==> config.mk <==
export PLATFORM = sky130hd
export DESIGN_NAME = sub_pipe_36bits
export DESIGN_NICKNAME = d
export VERILOG_FILES = /design/src/rtl/add_sub_pkg.sv /design/src/rtl/sub_slice_12bits.sv /design/src/rtl/sub_pipe_36bits.sv
export SDC_FILE = /design/constraint.sdc
export NUM_CORES = 1
export LEC_CHECK = 0
export CAP_MARGIN = 20
export CORE_UTILIZATION = 40
export CTS_CLUSTER_DIAMETER = 100
export CTS_CLUSTER_SIZE = 24
export DETAILED_ROUTE_END_ITERATION = 6
export SETUP_SLACK_MARGIN = 0.02
export SYNTH_ARGS = -nofsm -noshare
export SYNTH_HDL_FRONTEND = slang
export SYNTH_SLANG_ARGS = --single-unit
export TNS_END_PERCENT = 30
==> constraint.sdc <==
create_clock -name clk -period 2.8 [get_ports clk]
set_input_delay 0.28 -clock clk [delete_from_list [all_inputs] [get_ports clk]]
set_output_delay 0.28 -clock clk [all_outputs]
set_load 0.005 [all_outputs]
==> src/rtl/add_sub_pkg.sv <==
// Shared constants and the inter-stage token for the 36-bit sliced subtract pipeline.
package add_sub_pkg;

    localparam int SLICE_W = 12;
    localparam int N_SLICE = 3;
    localparam int DATA_W  = SLICE_W * N_SLICE;

    localparam logic [DATA_W-1:0] SMAX = {1'b0, {(DATA_W-1){1'b1}}};
    localparam logic [DATA_W-1:0] SMIN = {1'b1, {(DATA_W-1){1'b0}}};

    // Full-width fields: slices below the current stage hold resolved d bits,
    // slices above it still hold raw operands.
    typedef struct packed {
        logic              valid;
        logic [DATA_W-1:0] a_hi;
        logic [DATA_W-1:0] b_hi;
        logic [DATA_W-1:0] d_lo;
        logic              borrow;
    } stage_tok_t;

endpackage

==> src/rtl/sub_slice_12bits.sv <==
// Combinational 12-bit slice subtract d = a - b - bin, built as a + ~b + ~bin
// with a sum-of-products carry lookahead.
module sub_slice_12bits
    import add_sub_pkg::*;
(
    input  logic [SLICE_W-1:0] a,
    input  logic [SLICE_W-1:0] b,
    input  logic               bin,
    output logic [SLICE_W-1:0] d,
    output logic               bout
);
    logic [SLICE_W-1:0] p, g;
    logic [SLICE_W:0]   c;

    assign p = a ^ ~b;
    assign g = a & ~b;

    always_comb begin
        logic pp;
        pp = 1'b1;
        c = '0;
        c[0] = ~bin;
        for (int i = 0; i < SLICE_W; i++) begin
            pp = 1'b1;
            for (int j = i; j >= 0; j--) begin
                c[i+1] = c[i+1] | (g[j] & pp);
                pp     = pp & p[j];
            end
            c[i+1] = c[i+1] | (pp & c[0]);
        end
    end

    assign d    = p ^ c[SLICE_W-1:0];
    assign bout = ~c[SLICE_W];

endmodule

==> src/rtl/sub_pipe_36bits.sv <==
// Three-stage 36-bit subtractor, one 12-bit slice resolved per stage, valid/ready throughout.
// Optional SUB_PIPE_SAT_EN clamps d to SMAX/SMIN on signed overflow.
module sub_pipe_36bits
    import add_sub_pkg::*;
(
    input  logic              clk,
    input  logic              rst_n,
    input  logic              in_valid,
    output logic              in_ready,
    input  logic [DATA_W-1:0] a,
    input  logic [DATA_W-1:0] b,
    input  logic              bin,
    output logic              out_valid,
    input  logic              out_ready,
    output logic [DATA_W-1:0] d,
    output logic              bout,
    output logic              ovf,
    output logic              zero
);
    localparam int LAST = N_SLICE - 1;

    stage_tok_t [N_SLICE-1:0]        src, nxt;
    stage_tok_t [LAST-1:0]           tok;
    logic [N_SLICE-1:0][SLICE_W-1:0] slice_d;
    logic [N_SLICE-1:0]              slice_bo;
    logic [N_SLICE:0]                vld_pipe, rdy;
    logic [DATA_W-1:0]               d_raw, d_fin;
    logic                            ovf_raw, a_msb, b_msb;
    logic                            unused_last;

    always_comb begin
        src = '0;
        src[0].valid  = in_valid;
        src[0].a_hi   = a;
        src[0].b_hi   = b;
        src[0].borrow = bin;
        for (int k = 1; k < N_SLICE; k++) src[k] = tok[k-1];
    end

    for (genvar k = 0; k < N_SLICE; k++) begin : g_slice
        sub_slice_12bits u_slice (
            .a    (src[k].a_hi[k*SLICE_W +: SLICE_W]),
            .b    (src[k].b_hi[k*SLICE_W +: SLICE_W]),
            .bin  (src[k].borrow),
            .d    (slice_d[k]),
            .bout (slice_bo[k])
        );
    end

    always_comb begin
        nxt = src;
        for (int k = 0; k < N_SLICE; k++) begin
            nxt[k].d_lo[k*SLICE_W +: SLICE_W] = slice_d[k];
            nxt[k].borrow                     = slice_bo[k];
        end
    end

    // vld_pipe[k] is the token offered to stage k; the ready chain walks back from the consumer.
    always_comb begin
        vld_pipe = '0;
        vld_pipe[0] = in_valid;
        for (int k = 0; k < LAST; k++) vld_pipe[k+1] = tok[k].valid;
        vld_pipe[N_SLICE] = out_valid;
        rdy = '0;
        rdy[N_SLICE] = out_ready;
        for (int k = N_SLICE - 1; k >= 0; k--) rdy[k] = !vld_pipe[k+1] || rdy[k+1];
    end

    assign in_ready = rdy[0];

    assign d_raw   = nxt[LAST].d_lo;
    assign a_msb   = nxt[LAST].a_hi[DATA_W-1];
    assign b_msb   = nxt[LAST].b_hi[DATA_W-1];
    assign ovf_raw = (a_msb != b_msb) && (d_raw[DATA_W-1] != a_msb);

`ifdef SUB_PIPE_SAT_EN
    assign d_fin = ovf_raw ? (a_msb ? SMIN : SMAX) : d_raw;
`else
    assign d_fin = d_raw;
`endif

    assign unused_last = ^{nxt[LAST].valid, nxt[LAST].a_hi[DATA_W-2:0], nxt[LAST].b_hi[DATA_W-2:0]};

    always_ff @(posedge clk or negedge rst_n) begin
        if (!rst_n) begin
            tok       <= '0;
            out_valid <= 1'b0;
            d         <= '0;
            bout      <= 1'b0;
            ovf       <= 1'b0;
            zero      <= 1'b0;
        end else begin
            for (int k = 0; k < LAST; k++) begin
                if (rdy[k]) begin
                    if (vld_pipe[k]) tok[k] <= nxt[k];
                    else             tok[k].valid <= 1'b0;
                end
            end
            if (rdy[LAST]) begin
                out_valid <= vld_pipe[LAST];
                if (vld_pipe[LAST]) begin
                    d    <= d_fin;
                    bout <= nxt[LAST].borrow;
                    ovf  <= ovf_raw;
                    zero <= (d_fin == '0);
                end
            end
        end
    end

endmodule

## Word-level counts from Yosys, hierarchy flattened

Index checks and enable logic that the tools add are counted.

| storage, ports and cells | value |
|---|---|
| bits in registers | 224 |
| input bits | 77 |
| output and inout bits | 41 |

| operators by class | value |
|---|---|
| equality and inequality tests | 2 |
| muxes and demuxes | 2 |
| bitwise logic cells | 684 |
| reduce and logical (&&, ||, !) cells | 11 |

Operator list:

| cell | number |
|---|---|
| AND 1 bit | 432 |
| OR 1 bit | 234 |
| XOR 12 bit | 6 |
| AND 12 bit | 3 |
| zero test 36 bit | 1 |
| inverter 12 bit | 3 |
| inverter 1 bit | 6 |
| AND reduction 2 bit | 3 |
| zero test 1 bit | 3 |
| logical OR 1 bit | 3 |
| two-way mux 1 bit | 2 |
| != test 1 bit | 2 |
| logical AND 1 bit | 1 |

## Depth between registers and ports, before layout

Gate-level depths: netlist of the first run.

| depth | value |
|---|---|
| word-level depth | 17 |
| depth in mapped cells | 9 |
| gate-level depth less buffers | 9 |

## By module

Synthesis of the first run repeated with hierarchy kept, for this count alone.

| second synthesis, totals | value |
|---|---|
| cells, all modules | 593 |
| area, all modules | 7603.5 um^2 |

By module, submodules not included:

| module | times used | cells an instance | area each (um^2) | seq. area each (um^2) |
|---|---|---|---|---|
| sub_pipe_36bits | 1 | 341 | 5779.3 | 3803.6 |
| sub_slice_12bits | 3 | 84 | 608.1 | 0.0 |

## Least setup slack after synthesis of the first run

No wires, ideal clock.

| timing path | value |
|---|---|
| path type | reg-to-reg |
| start | register tok (netlist bit nxt[159]) |
| end | register tok (netlist bit d_fin[22]) |
| library setup time | 0.133 ns |
| arrival | 1.920 ns |
| data required time | 2.667 ns |
| slack | 0.746 ns |
| cell stages (with the launch flop) | 10 |
| path buffers | 0 |
| period minus slack after synthesis | 2.054 ns |
| cells stage by stage | dfrtp_1 > inv_1 > ha_1 > nor2b_1 > o21ai_2 > a21boi_2 > or2_1 > a221o_1 > a211oi_1 > o31ai_1 |

| on the way | value |
|---|---|
| cells in the longest elaborated chain, start to end | 6 |

Ends and longest elaborated chain:

| what | line | source |
|---|---|---|
| start, declared | sub_pipe_36bits.sv:23 | `stage_tok_t [LAST-1:0] tok;` |
| start signal, assigned by index | sub_pipe_36bits.sv:95 | `if (vld_pipe[k]) tok[k] <= nxt[k];` |
| inverter 12 bit * | sub_slice_12bits.sv:15, sub_slice_12bits.sv:16 |  |
| AND 12 bit / XOR 12 bit (equally long branches) | sub_slice_12bits.sv:16, sub_slice_12bits.sv:15 |  |
| AND 1 bit, on equally long branches | sub_slice_12bits.sv:26, sub_slice_12bits.sv:27 |  |
| OR 1 bit / AND 1 bit (equally long branches) | sub_slice_12bits.sv:26, sub_slice_12bits.sv:29 |  |
| OR 1 bit * | sub_slice_12bits.sv:29 | `c[i+1] = c[i+1] \| (pp & c[0]);` |
| XOR 12 bit * | sub_slice_12bits.sv:33 | `assign d = p ^ c[SLICE_W-1:0];` |

Mark *: on every way between the ends. The rest lies on a longest branch, timed or not.
A chain may end at the register's enable or synchronous reset.

## Final worst setup path of the first run

| timing path | value |
|---|---|
| start | register tok (netlist bit src[220]) |
| end | register zero |

| on the way | value |
|---|---|
| cells in the longest elaborated chain, start to end | 5 |

Ends and longest elaborated chain:

| what | line | source |
|---|---|---|
| inverter 1 bit * | sub_slice_12bits.sv:22 | `c[0] = ~bin;` |
| AND 1 bit | sub_slice_12bits.sv:29 |  |
| OR 1 bit | sub_slice_12bits.sv:29 |  |
| XOR 12 bit * | sub_slice_12bits.sv:33 |  |
| zero test 36 bit * | sub_pipe_36bits.sv:105 | `zero <= (d_fin == '0);` |
| end signal, assigned | sub_pipe_36bits.sv:105 |  |
| end, declared | sub_pipe_36bits.sv:18 | `output logic zero` |

Marked as above.

==> flow_results.xml, run 1 <==
<?xml version="1.0" encoding="UTF-8"?>
<metrics>
  <group name="outcome">
    <metric name="outcome" unit="">complete, no violations</metric>
  </group>
  <group name="layout">
    <metric name="instances_no_fill" unit="">958</metric>
    <metric name="final_net_count" unit="">836</metric>
    <metric name="drive_above_1_share" unit="%">22.1</metric>
    <metric name="multi_input_gate_area_in_the_final_layout" unit="um^2">3150</metric>
    <metric name="stdcell_area" unit="um^2">9270</metric>
    <metric name="final-seq-area" unit="um^2">3800</metric>
    <metric name="syn2layout_area_growth" unit="%">28.5</metric>
    <metric name="fillers" unit="">1498</metric>
    <metric name="antenna_cells_inserted" unit="">0</metric>
    <metric name="final_cell_mix" unit="">sky130_fd_sc_hd__dfrtp_1, sky130_fd_sc_hd__clkdlybuf4s50_1, sky130_fd_sc_hd__mux2_2</metric>
    <metric name="layout.cells.most_common" unit="">sky130_fd_sc_hd__dfrtp_1</metric>
  </group>
  <group name="die">
    <metric name="placeableCoreArea" unit="um^2">17500</metric>
    <metric name="die-area" unit="um^2">18600</metric>
    <metric name="dieWidth" unit="um">136</metric>
    <metric name="fp-row-count" unit="">48</metric>
    <metric name="floorplan.die.height" unit="um">136</metric>
    <metric name="initial_standard_cell_utilization_of_the_core" unit="%">41.2</metric>
    <metric name="top_level_ports" unit="">118</metric>
  </group>
  <group name="sta">
    <metric name="timing_hold_violations_final" unit="">0</metric>
    <metric name="timing.clock.skew" unit="ns">0.00938</metric>
    <metric name="setup_ws" unit="ns">0.330</metric>
    <metric name="timing.final.max_slew_violations" unit="">0</metric>
    <metric name="report.final.setup_viol" unit="">0</metric>
    <metric name="slew_headroom" unit="%">56.7</metric>
    <metric name="period_needed" unit="ns">2.47</metric>
    <metric name="max_freq" unit="MHz">405</metric>
    <metric name="worst_pin_slew" unit="ns">0.649</metric>
    <metric name="rsz_0062_raised_after_global_routing" unit="">false</metric>
    <metric name="setup_total_neg_slack" unit="ns">0</metric>
    <metric name="timing.final.crit_share" unit="%">88.2</metric>
  </group>
  <group name="synth">
    <metric name="synthCells" unit="">593</metric>
    <metric name="synth_largest_type_area_fraction" unit="%">52.8</metric>
    <metric name="synthesis.nets" unit="">709</metric>
    <metric name="syn_avg_cell_area" unit="um^2">12.2</metric>
    <metric name="synth.yosys.seq_area_share" unit="%">52.8</metric>
    <metric name="ys_ff_latch" unit="">152</metric>
    <metric name="yosysWarningCount" unit="">0</metric>
    <metric name="netlist_area" unit="um^2">7210</metric>
    <metric name="post_synth_num_cell_types" unit="">51</metric>
    <metric name="post-synth-top-area-cell" unit="">sky130_fd_sc_hd__dfrtp_1</metric>
    <metric name="ys_top_cells_by_area" unit="">sky130_fd_sc_hd__dfrtp_1, sky130_fd_sc_hd__mux2_2, sky130_fd_sc_hd__ha_1, sky130_fd_sc_hd__nand2_1, sky130_fd_sc_hd__inv_1</metric>
  </group>
  <group name="clock_network">
    <metric name="clock_sink_count" unit="">152</metric>
    <metric name="worstSkewPairLatency" unit="ns">0.42</metric>
    <metric name="cts_htree_levels" unit="">4</metric>
    <metric name="cts.repair_timing.setup_buffer_count" unit="">0</metric>
    <metric name="tritoncts" unit="">done</metric>
    <metric name="worst_setup_hold_path_clk_slew" unit="ns">0.06</metric>
    <metric name="cts-buffers-inserted" unit="">17</metric>
    <metric name="cts-root-to-sink-buffers" unit="">2</metric>
    <metric name="cts-root-buf" unit="">sky130_fd_sc_hd__clkbuf_16</metric>
  </group>
  <group name="job">
    <metric name="cap_violations" unit="">0</metric>
  </group>
  <group name="placed_design">
    <metric name="routabilityCongestion" unit="">0.824</metric>
    <metric name="dp_slack" unit="ns">0.0992</metric>
    <metric name="dp_cells" unit="">925</metric>
    <metric name="post_dp_cell_area" unit="um^2">8670</metric>
    <metric name="portBuffers" unit="">117</metric>
    <metric name="hpwl" unit="mm">10.7</metric>
  </group>
  <group name="drt">
    <metric name="route.antenna.remaining_nets" unit="">0</metric>
    <metric name="detailroute.via_count" unit="">4835</metric>
    <metric name="avgViaCountPerCell" unit="">5.05</metric>
    <metric name="drt_wl_total" unit="mm">14.9</metric>
    <metric name="drc_errors" unit="">0</metric>
    <metric name="drt_first_pass_iters" unit="">4</metric>
    <metric name="avgRoutedWirePerCell" unit="um">15.6</metric>
    <metric name="detailedRoute.firstIterationViolations" unit="">141</metric>
  </group>
  <group name="pwr">
    <metric name="total_leakage_power" unit="nW">4.13</metric>
    <metric name="power-per-cell-area" unit="nW/um^2">880</metric>
    <metric name="vdd.ir_drop.worst" unit="uV">521</metric>
  </group>
  <group name="setup_path">
    <metric name="critPathRequiredTime" unit="ns">3.14</metric>
    <metric name="path_max_fanout" unit="">3</metric>
    <metric name="cp-start-kind" unit="">register</metric>
    <metric name="crit_arrival" unit="ns">2.81</metric>
    <metric name="worstSetupPathType" unit="">reg -&gt; reg</metric>
    <metric name="timing.critical_path.to_type" unit="">register</metric>
  </group>
  <group name="global_route">
    <metric name="grt_pass1_vias" unit="">5150</metric>
    <metric name="globalRouteTotalUtil" unit="%">17.8</metric>
    <metric name="grt_pass1_wl" unit="mm">25.1</metric>
    <metric name="pin_count_of_the_biggest_net_entering_global_routing" unit="">74</metric>
    <metric name="grt_remaining_overflow" unit="">0</metric>
    <metric name="antenna_found_initial" unit="">0</metric>
  </group>
  <group name="worst_hold_path">
    <metric name="hold_path_class" unit="">in -&gt; async</metric>
  </group>
</metrics>
==> cell usage after synthesis, drive strengths merged <==
| cell type | instances |
|---|---|
| nand3b | 1 |
| nor4b | 1 |
| nor2b | 4 |
| dfrtp | 152 |
| ha | 36 |
| a22o | 2 |
| clkbuf | 7 |
| a221o | 2 |
| and2 | 3 |
| xnor2 | 7 |
| and3 | 3 |
| o31a | 2 |
| o21a | 9 |
| a41o | 2 |
| nor4 | 5 |
| o211ai | 2 |
| nand4 | 1 |
| o21ai | 37 |
| a21o | 8 |
| o31ai | 15 |
| a211oi | 6 |
| o311a | 1 |
| nor2 | 18 |
| buf | 11 |
| and4 | 2 |
| a21oi | 11 |
| xor2 | 11 |
| fa | 3 |
| nand3 | 1 |
| nand2b | 7 |
| nand2 | 47 |
| nor3 | 9 |
| mux2 | 108 |
| o2111ai | 2 |
| or3 | 4 |
| or4 | 1 |
| a21boi | 2 |
| inv | 46 |
| a211o | 1 |
| a31oi | 1 |
| or2 | 2 |
==> registers in the layout, summed over array words and instances, names as in the netlist <==
register / flops
a_msb: 1
bout: 1
ovf: 1
d: 36
d_fin: 24
zero: 1
b_msb: 1
out_valid: 1
nxt: 84
src: 2
==> cell type report <==
type	instances	area share, %
clock buffer	21	4.86
clock inverter	11	1.34
inverter	46	1.86
multi-input combinational	377	34.0
sequential	152	41.1
tap	225	3.04
timing repair buffer	126	13.8
==> critical path, stage by stage, from the launching register on <==
cell and delay, ns:
sky130_fd_sc_hd__dfrtp_1 0.41, sky130_fd_sc_hd__fa_1 0.61, sky130_fd_sc_hd__nor4b_1 0.28, sky130_fd_sc_hd__and4_1 0.27
sky130_fd_sc_hd__nand4_1 0.14, sky130_fd_sc_hd__nor4_2 0.32, sky130_fd_sc_hd__o2111ai_1 0.22, sky130_fd_sc_hd__o21ai_1 0.15
==> path summary, 6_finish.rpt <==
| kind | start | depth (start not counted) | to | slack [ns] |
|---|---|---|---|---|
| max in group asynchronous | rst_n | 3 | nxt[281]$_DFFE_PN0P_ | 1.58 |
| min in group clk | b[18] | 2 | nxt[165]$_DFFE_PN0P_ | 0.47 |
| hold / removal | rst_n | 2 | nxt[177]$_DFFE_PN0P_ | 0.44 |
| setup / recovery | src[220]$_DFFE_PN0P_ | 7 | zero$_DFFE_PN0P_ | 0.33 |
| hold reg to reg | d[24]$_DFFE_PN0P_ | 2 | d[24]$_DFFE_PN0P_ | 0.48 |
| setup reg to reg | src[220]$_DFFE_PN0P_ | 7 | zero$_DFFE_PN0P_ | 0.33 |
==> metal layers <==
layer | GRT usage, % | vias to the layer above | wire (um)
li1 | - | 2338 | -
met1 | 22.0 | 2391 | 6810
met2 | 29.7 | 91 | 7220
met3 | 5.41 | 15 | 665
met4 | 5.25 | 0 | 201
met5 | 0 | - | 0
==> power breakdown <==
group | internal [mW] | switching (mW)
sequential | 2.85 | 0.442
clock | 1.34 | 0.887
combinational | 1.50 | 1.15
==> logic make-up (layout without fill, tap and decap cells) <==
family / Yosys count / count (layout) / synth area share (%)
compound gates: 103 / 103 / 10.1
xor+xnor: 18 / 18 / 2.19
fa+ha+maj: 39 / 39 / 7.08
buf+inv: 64 / 204 / 3.68
flops: 152 / 152 / 52.8
mux: 108 / 108 / 16.9
simple gates: 109 / 109 / 7.27
==> through the flow <==
stage          hold WS (ns)  power, mW  util, %
2_1_floorplan       -0.0156       4.80        -
3_3_place_gp          0.323       5.91     49.6
3_5_place_dp          0.334       5.98     49.6
4_1_cts               0.453       8.25     53.0
5_1_grt               0.448       8.70     53.0
6_report              0.438       8.16     53.0
==> timing repair <==
action	CTS	global route
setup endpoints to repair	0	1
gates resized for setup	0	1
hold endpoints to repair	66	0
hold buffers	1	0
Power figures use the tool's default switching activity.
==> run 2, diff against run 1 <==
Settings changed: CTS_CLUSTER_DIAMETER 100 to not set, MAX_ROUTING_LAYER set to met4.
==> flow_results.xml, run 2 (synthesized netlist as in run 1, its figures left out) <==
<?xml version="1.0" encoding="UTF-8"?>
<metrics>
  <group name="clock_network">
    <metric name="worstSkewPairLatency" unit="ns">0.42</metric>
    <metric name="cts-root-buf" unit="">sky130_fd_sc_hd__clkbuf_16</metric>
    <metric name="cts-buffers-inserted" unit="">17</metric>
    <metric name="tritoncts" unit="">done</metric>
    <metric name="worst_setup_hold_path_clk_slew" unit="ns">0.06</metric>
    <metric name="cts_htree_levels" unit="">4</metric>
    <metric name="clock_sink_count" unit="">152</metric>
    <metric name="cts-root-to-sink-buffers" unit="">2</metric>
  </group>
  <group name="sta">
    <metric name="worst_pin_slew" unit="ns">0.650</metric>
    <metric name="timing.clock.skew" unit="ns">0.00644</metric>
    <metric name="report.final.setup_viol" unit="">0</metric>
    <metric name="slew_headroom" unit="%">56.7</metric>
    <metric name="max_freq" unit="MHz">403</metric>
    <metric name="timing_hold_violations_final" unit="">0</metric>
    <metric name="period_needed" unit="ns">2.48</metric>
    <metric name="timing.final.crit_share" unit="%">88.6</metric>
    <metric name="rsz_0062_raised_after_global_routing" unit="">false</metric>
    <metric name="setup_ws" unit="ns">0.319</metric>
    <metric name="timing.final.max_slew_violations" unit="">0</metric>
    <metric name="worst_hold_margin" unit="ns">0.437</metric>
    <metric name="setup_total_neg_slack" unit="ns">0</metric>
  </group>
  <group name="setup_path">
    <metric name="path_max_fanout" unit="">3</metric>
    <metric name="critPathRequiredTime" unit="ns">3.14</metric>
    <metric name="worstSetupPathType" unit="">reg -&gt; reg</metric>
    <metric name="cp-start-kind" unit="">register</metric>
    <metric name="crit_arrival" unit="ns">2.82</metric>
    <metric name="timing.critical_path.to_type" unit="">register</metric>
  </group>
  <group name="layout">
    <metric name="largest_reg_flops" unit="">84</metric>
    <metric name="layout.cells.most_common" unit="">sky130_fd_sc_hd__dfrtp_1</metric>
    <metric name="drive_above_1_share" unit="%">22.1</metric>
    <metric name="final_cell_mix" unit="">sky130_fd_sc_hd__dfrtp_1, sky130_fd_sc_hd__clkdlybuf4s50_1, sky130_fd_sc_hd__mux2_2</metric>
    <metric name="syn2layout_area_growth" unit="%">28.5</metric>
    <metric name="stdcell_area" unit="um^2">9270</metric>
    <metric name="final_net_count" unit="">836</metric>
    <metric name="antenna_cells_inserted" unit="">0</metric>
  </group>
  <group name="pwr">
    <metric name="post-layout-total-power" unit="mW">8.15</metric>
    <metric name="p_sw_share" unit="%">30.3</metric>
    <metric name="share_comb_of_total_power" unit="%">32.4</metric>
    <metric name="seq_power_share" unit="%">40.4</metric>
    <metric name="power-per-cell-area" unit="nW/um^2">880</metric>
    <metric name="intPower" unit="mW">5.68</metric>
    <metric name="switchingPower" unit="mW">2.47</metric>
    <metric name="clockPowerShare" unit="%">27.2</metric>
    <metric name="vdd.ir_drop.worst" unit="uV">520</metric>
    <metric name="total_leakage_power" unit="nW">4.13</metric>
  </group>
  <group name="drt">
    <metric name="detailedRoute.firstIterationViolations" unit="">119</metric>
    <metric name="detailroute.via_count" unit="">4840</metric>
    <metric name="drt_wl_total" unit="mm">14.9</metric>
    <metric name="avgViaCountPerCell" unit="">5.05</metric>
    <metric name="drc_errors" unit="">0</metric>
    <metric name="route.antenna.remaining_nets" unit="">0</metric>
    <metric name="drt_first_pass_iters" unit="">4</metric>
    <metric name="avgRoutedWirePerCell" unit="um">15.6</metric>
  </group>
  <group name="placed_design">
    <metric name="hpwl" unit="mm">10.7</metric>
    <metric name="dp_slack" unit="ns">0.0992</metric>
    <metric name="post_dp_cell_area" unit="um^2">8670</metric>
    <metric name="routabilityCongestion" unit="">0.836</metric>
    <metric name="portBuffers" unit="">117</metric>
  </group>
  <group name="global_route">
    <metric name="grt_remaining_overflow" unit="">0</metric>
    <metric name="grt_pass1_wl" unit="mm">25.1</metric>
    <metric name="antenna_found_initial" unit="">0</metric>
    <metric name="grt_pass1_vias" unit="">5160</metric>
    <metric name="pin_count_of_the_biggest_net_entering_global_routing" unit="">74</metric>
    <metric name="globalRouteTotalUtil" unit="%">18.3</metric>
  </group>
  <group name="die">
    <metric name="floorplan.die.height" unit="um">136</metric>
    <metric name="dieWidth" unit="um">136</metric>
    <metric name="fp-row-count" unit="">48</metric>
    <metric name="placeableCoreArea" unit="um^2">17500</metric>
    <metric name="die-area" unit="um^2">18600</metric>
    <metric name="initial_standard_cell_utilization_of_the_core" unit="%">41.2</metric>
    <metric name="top_level_ports" unit="">118</metric>
  </group>
  <group name="worst_hold_path">
    <metric name="hold_path_class" unit="">in -&gt; async</metric>
  </group>
  <group name="job">
    <metric name="cap_violations" unit="">0</metric>
  </group>
  <group name="outcome">
    <metric name="outcome" unit="">complete, no violations</metric>
  </group>
</metrics>
[run 2: cell type report]
cell class / instances / area, um^2
clock buffers: 21 / 450
clock inverters: 11 / 124
fillers: 1498 / 8210
inverters: 46 / 173
multi-input cells: 377 / 3150
flip-flops and latches: 152 / 3800
well taps: 225 / 282
repair buffers: 126 / 1280
[run 2: worst paths after layout]
check	cells after the start	endpoint	startpoint	slack [ns]
setup reg to reg	7	zero$_DFFE_PN0P_	src[220]$_DFFE_PN0P_	0.32
min in group clk	2	nxt[160]$_DFFE_PN0P_	b[13]	0.47
hold reg to reg	2	nxt[113]$_DFFE_PN0P_	nxt[113]$_DFFE_PN0P_	0.48
setup / recovery	7	zero$_DFFE_PN0P_	src[220]$_DFFE_PN0P_	0.32
max in group asynchronous	3	d_fin[16]$_DFFE_PN0P_	rst_n	1.56
hold / removal	2	nxt[177]$_DFFE_PN0P_	rst_n	0.44
[run 2: stage by stage]
| step | util [%] | instances |
|---|---|---|
| after CTS | 53.0 | 958 |
| after global routing | 53.0 | 958 |
| after global placement | 49.6 | 925 |
| after detailed placement | 49.6 | 925 |
| after floorplan | - | 593 |
| final | 53.0 | 958 |
[run 2: routing by layer]
metal / up-vias / GRT usage [%] / routed length, um
met2: 93 / 29.6 / 7210
met3: 12 / 5.11 / 643
li1: 2338 / - / -
met4: 0 / 5.25 / 208
met1: 2397 / 22.3 / 6840
met5: - / - / 0
[run 2: critical path, stage by stage (launching register included)]
cell and delay [ns]:
sky130_fd_sc_hd__dfrtp_1 0.41, sky130_fd_sc_hd__fa_1 0.61, sky130_fd_sc_hd__nor4b_1 0.28, sky130_fd_sc_hd__and4_1 0.28
sky130_fd_sc_hd__nand4_1 0.14, sky130_fd_sc_hd__nor4_2 0.32, sky130_fd_sc_hd__o2111ai_1 0.22, sky130_fd_sc_hd__o21ai_1 0.15
[run 2: power groups by stage]
stage	combinational [mW]	clock [mW]	sequential (mW)
floorplan	1.60	0	3.19
global placement	2.60	0	3.31
detailed placement	2.65	0	3.33
CTS	2.68	2.27	3.30
global route	2.95	2.37	3.38
finish	2.64	2.22	3.29
[run 2: timing repair]
| item | 4_1_cts | 5_1_grt |
|---|---|---|
| hold buffers | 1 | 0 |
| resized for setup | 0 | 1 |
| setup buffers | 0 | 0 |
| endpoints found under the setup margin | 0 | 1 |
| hold endpoints to repair | 66 | 0 |
==> run 3, diff against run 2 <==
Settings changed: CORE_MARGIN set to 3.
==> flow_results.xml, run 3 (synthesized netlist as in run 1, its figures left out) <==
<?xml version="1.0" encoding="UTF-8"?>
<metrics>
  <group name="sta">
    <metric name="worst_hold_margin" unit="ns">0.423</metric>
    <metric name="worst_pin_slew" unit="ns">0.630</metric>
    <metric name="setup_ws" unit="ns">0.234</metric>
    <metric name="rsz_0062_raised_after_global_routing" unit="">false</metric>
    <metric name="timing.clock.skew" unit="ns">0.00702</metric>
    <metric name="timing.final.max_slew_violations" unit="">0</metric>
    <metric name="max_freq" unit="MHz">390</metric>
    <metric name="period_needed" unit="ns">2.57</metric>
    <metric name="timing.final.crit_share" unit="%">91.6</metric>
    <metric name="timing_hold_violations_final" unit="">0</metric>
    <metric name="slew_headroom" unit="%">58.0</metric>
    <metric name="report.final.setup_viol" unit="">0</metric>
    <metric name="setup_total_neg_slack" unit="ns">0</metric>
  </group>
  <group name="layout">
    <metric name="instances_no_fill" unit="">958</metric>
    <metric name="drive_above_1_share" unit="%">22.1</metric>
    <metric name="fillers" unit="">1524</metric>
    <metric name="syn2layout_area_growth" unit="%">28.8</metric>
    <metric name="final_cell_mix" unit="">sky130_fd_sc_hd__dfrtp_1, sky130_fd_sc_hd__clkdlybuf4s50_1, sky130_fd_sc_hd__mux2_2</metric>
    <metric name="layout.cells.most_common" unit="">sky130_fd_sc_hd__dfrtp_1</metric>
    <metric name="final_net_count" unit="">837</metric>
    <metric name="antenna_cells_inserted" unit="">0</metric>
    <metric name="largest_reg_flops" unit="">84</metric>
  </group>
  <group name="drt">
    <metric name="avgRoutedWirePerCell" unit="um">15.3</metric>
    <metric name="drt_first_pass_iters" unit="">4</metric>
    <metric name="drc_errors" unit="">0</metric>
    <metric name="route.antenna.remaining_nets" unit="">0</metric>
    <metric name="detailroute.via_count" unit="">4820</metric>
    <metric name="drt_wl_total" unit="mm">14.7</metric>
    <metric name="avgViaCountPerCell" unit="">5.03</metric>
    <metric name="detailedRoute.firstIterationViolations" unit="">200</metric>
  </group>
  <group name="placed_design">
    <metric name="hpwl" unit="mm">10.9</metric>
    <metric name="portBuffers" unit="">117</metric>
    <metric name="dp_cells" unit="">926</metric>
    <metric name="routabilityCongestion" unit="">0.781</metric>
    <metric name="dp_slack" unit="ns">0.133</metric>
  </group>
  <group name="clock_network">
    <metric name="cts_htree_levels" unit="">4</metric>
    <metric name="tritoncts" unit="">done</metric>
    <metric name="cts-buffers-inserted" unit="">17</metric>
    <metric name="clock_sink_count" unit="">152</metric>
    <metric name="cts-root-buf" unit="">sky130_fd_sc_hd__clkbuf_16</metric>
    <metric name="worstSkewPairLatency" unit="ns">0.42</metric>
    <metric name="worst_setup_hold_path_clk_slew" unit="ns">0.06</metric>
    <metric name="cts-root-to-sink-buffers" unit="">2</metric>
  </group>
  <group name="setup_path">
    <metric name="timing.critical_path.slowest_cell_delay" unit="ns">0.61</metric>
    <metric name="critPathRequiredTime" unit="ns">3.15</metric>
    <metric name="crit_family" unit="">simple AND/OR/NAND/NOR gates</metric>
    <metric name="slowest_stage" unit="">sky130_fd_sc_hd__fa_1</metric>
    <metric name="critical_path_buf_inv_count" unit="">0</metric>
    <metric name="reg2reg_to" unit="">zero$_DFFE_PN0P_</metric>
    <metric name="critical_path.endpoint" unit="">zero$_DFFE_PN0P_</metric>
    <metric name="worst-path-stages" unit="">7</metric>
    <metric name="crit_arrival" unit="ns">2.91</metric>
    <metric name="rr_worst_depth" unit="">7</metric>
    <metric name="r2r_setup_slack" unit="ns">0.23</metric>
    <metric name="critical_path.reg2reg.startpoint" unit="">src[220]$_DFFE_PN0P_</metric>
    <metric name="cp-start-kind" unit="">register</metric>
    <metric name="crit_path_start" unit="">src[220]$_DFFE_PN0P_</metric>
    <metric name="path_max_fanout" unit="">3</metric>
    <metric name="timing.critical_path.to_type" unit="">register</metric>
    <metric name="worstSetupPathType" unit="">reg -&gt; reg</metric>
    <metric name="crit_chain" unit="">fa_1 &gt; nor4b_1 &gt; and4_1 &gt; nand4_1 &gt; nor4_1 &gt; o2111ai_1 &gt; o21ai_1</metric>
  </group>
  <group name="global_route">
    <metric name="pin_count_of_the_biggest_net_entering_global_routing" unit="">74</metric>
    <metric name="grt_remaining_overflow" unit="">0</metric>
    <metric name="antenna_found_initial" unit="">0</metric>
    <metric name="grt_pass1_vias" unit="">5141</metric>
    <metric name="grt_pass1_wl" unit="mm">25.1</metric>
    <metric name="globalRouteTotalUtil" unit="%">16.3</metric>
  </group>
  <group name="die">
    <metric name="dieWidth" unit="um">140</metric>
    <metric name="fp-row-count" unit="">48</metric>
    <metric name="top_level_ports" unit="">118</metric>
    <metric name="placeableCoreArea" unit="um^2">17500</metric>
    <metric name="initial_standard_cell_utilization_of_the_core" unit="%">41.2</metric>
    <metric name="floorplan.die.height" unit="um">140</metric>
    <metric name="die-area" unit="um^2">19700</metric>
  </group>
  <group name="pwr">
    <metric name="power-per-cell-area" unit="nW/um^2">881</metric>
    <metric name="vdd.ir_drop.worst" unit="uV">529</metric>
    <metric name="total_leakage_power" unit="nW">4.15</metric>
  </group>
  <group name="outcome">
    <metric name="outcome" unit="">complete, no violations</metric>
  </group>
  <group name="worst_hold_path">
    <metric name="hold_path_class" unit="">in -&gt; async</metric>
  </group>
  <group name="job">
    <metric name="cap_violations" unit="">0</metric>
  </group>
</metrics>
[run 3: changes by cell type in the layout (fill, tap and decap cells not counted)]
cell | previous run | this run
sky130_fd_sc_hd__clkbuf_1 | 3 | 2
sky130_fd_sc_hd__clkinvlp_4 | 3 | 1
sky130_fd_sc_hd__buf_4 | 5 | 6
sky130_fd_sc_hd__nor4_2 | 1 | 0
sky130_fd_sc_hd__clkbuf_8 | 1 | 5
sky130_fd_sc_hd__clkinv_4 | 2 | 1
sky130_fd_sc_hd__inv_6 | 1 | 0
sky130_fd_sc_hd__nor4_1 | 4 | 5
[run 3: power breakdown]
part | switching (mW) | internal [mW]
clock network | 0.850 | 1.42
logic | 1.13 | 1.50
registers | 0.431 | 2.85
total | 2.41 | 5.77
[run 3: stage by stage]
step | util, % | power [mW] | instance area [um^2]
global placement | 49.7 | 5.93 | 8680
detailed placement | 49.7 | 6.00 | 8680
global route | 53.1 | 8.75 | 9290
CTS | 53.1 | 8.31 | 9290
floorplan | - | 4.80 | 7210
finish | 53.1 | 8.18 | 9290
[run 3: worst min path at each step]
stage / from / endpoint / slack (ns) / cells after the start
global placement: rst_n / nxt[177]$_DFFE_PN0P_ / 0.31 / 1
floorplan: rst_n / a_msb$_DFFE_PN0P_ / -0.02 / 0
detailed placement: rst_n / nxt[216]$_DFFE_PN0P_ / 0.32 / 1
finish: rst_n / nxt[177]$_DFFE_PN0P_ / 0.42 / 2
global route: a[18] / nxt[201]$_DFFE_PN0P_ / 0.46 / 2
CTS: rst_n / nxt[289]$_DFFE_PN0P_ / 0.44 / 2
[run 3: area by class of cell]
type / instances / area [um^2] / area share (%)
clock buffers: 24 / 502 / 5.40
clock inverters: 7 / 91.3 / 0.984
inverters: 46 / 173 / 1.86
multi-input cells: 377 / 3150 / 33.9
flip-flops and latches: 152 / 3800 / 41.0
well taps: 225 / 282 / 3.03
repair buffers: 127 / 1290 / 13.9
[run 3: worst register-to-register path: cells and delay by family, from the launching register on]
| kind | cells | cell delay (ns) |
|---|---|---|
| flops | 1 | 0.41 |
| fa+ha+maj | 1 | 0.61 |
| simple gates | 4 | 1.10 |
| compound gates | 2 | 0.37 |
[run 3: routing by layer]
metal	wire length, um	global-route usage, %
met1	6710	20.4
met2	7010	25.7
met5	0	-
met4	312	5.66
met3	647	4.13
[run 3: repair_timing]
| item | CTS | global route |
|---|---|---|
| hold buffers | 1 | 0 |
| hold endpoints to repair | 66 | 0 |
| setup buffers | 0 | 0 |
| gates resized for setup | 0 | 0 |
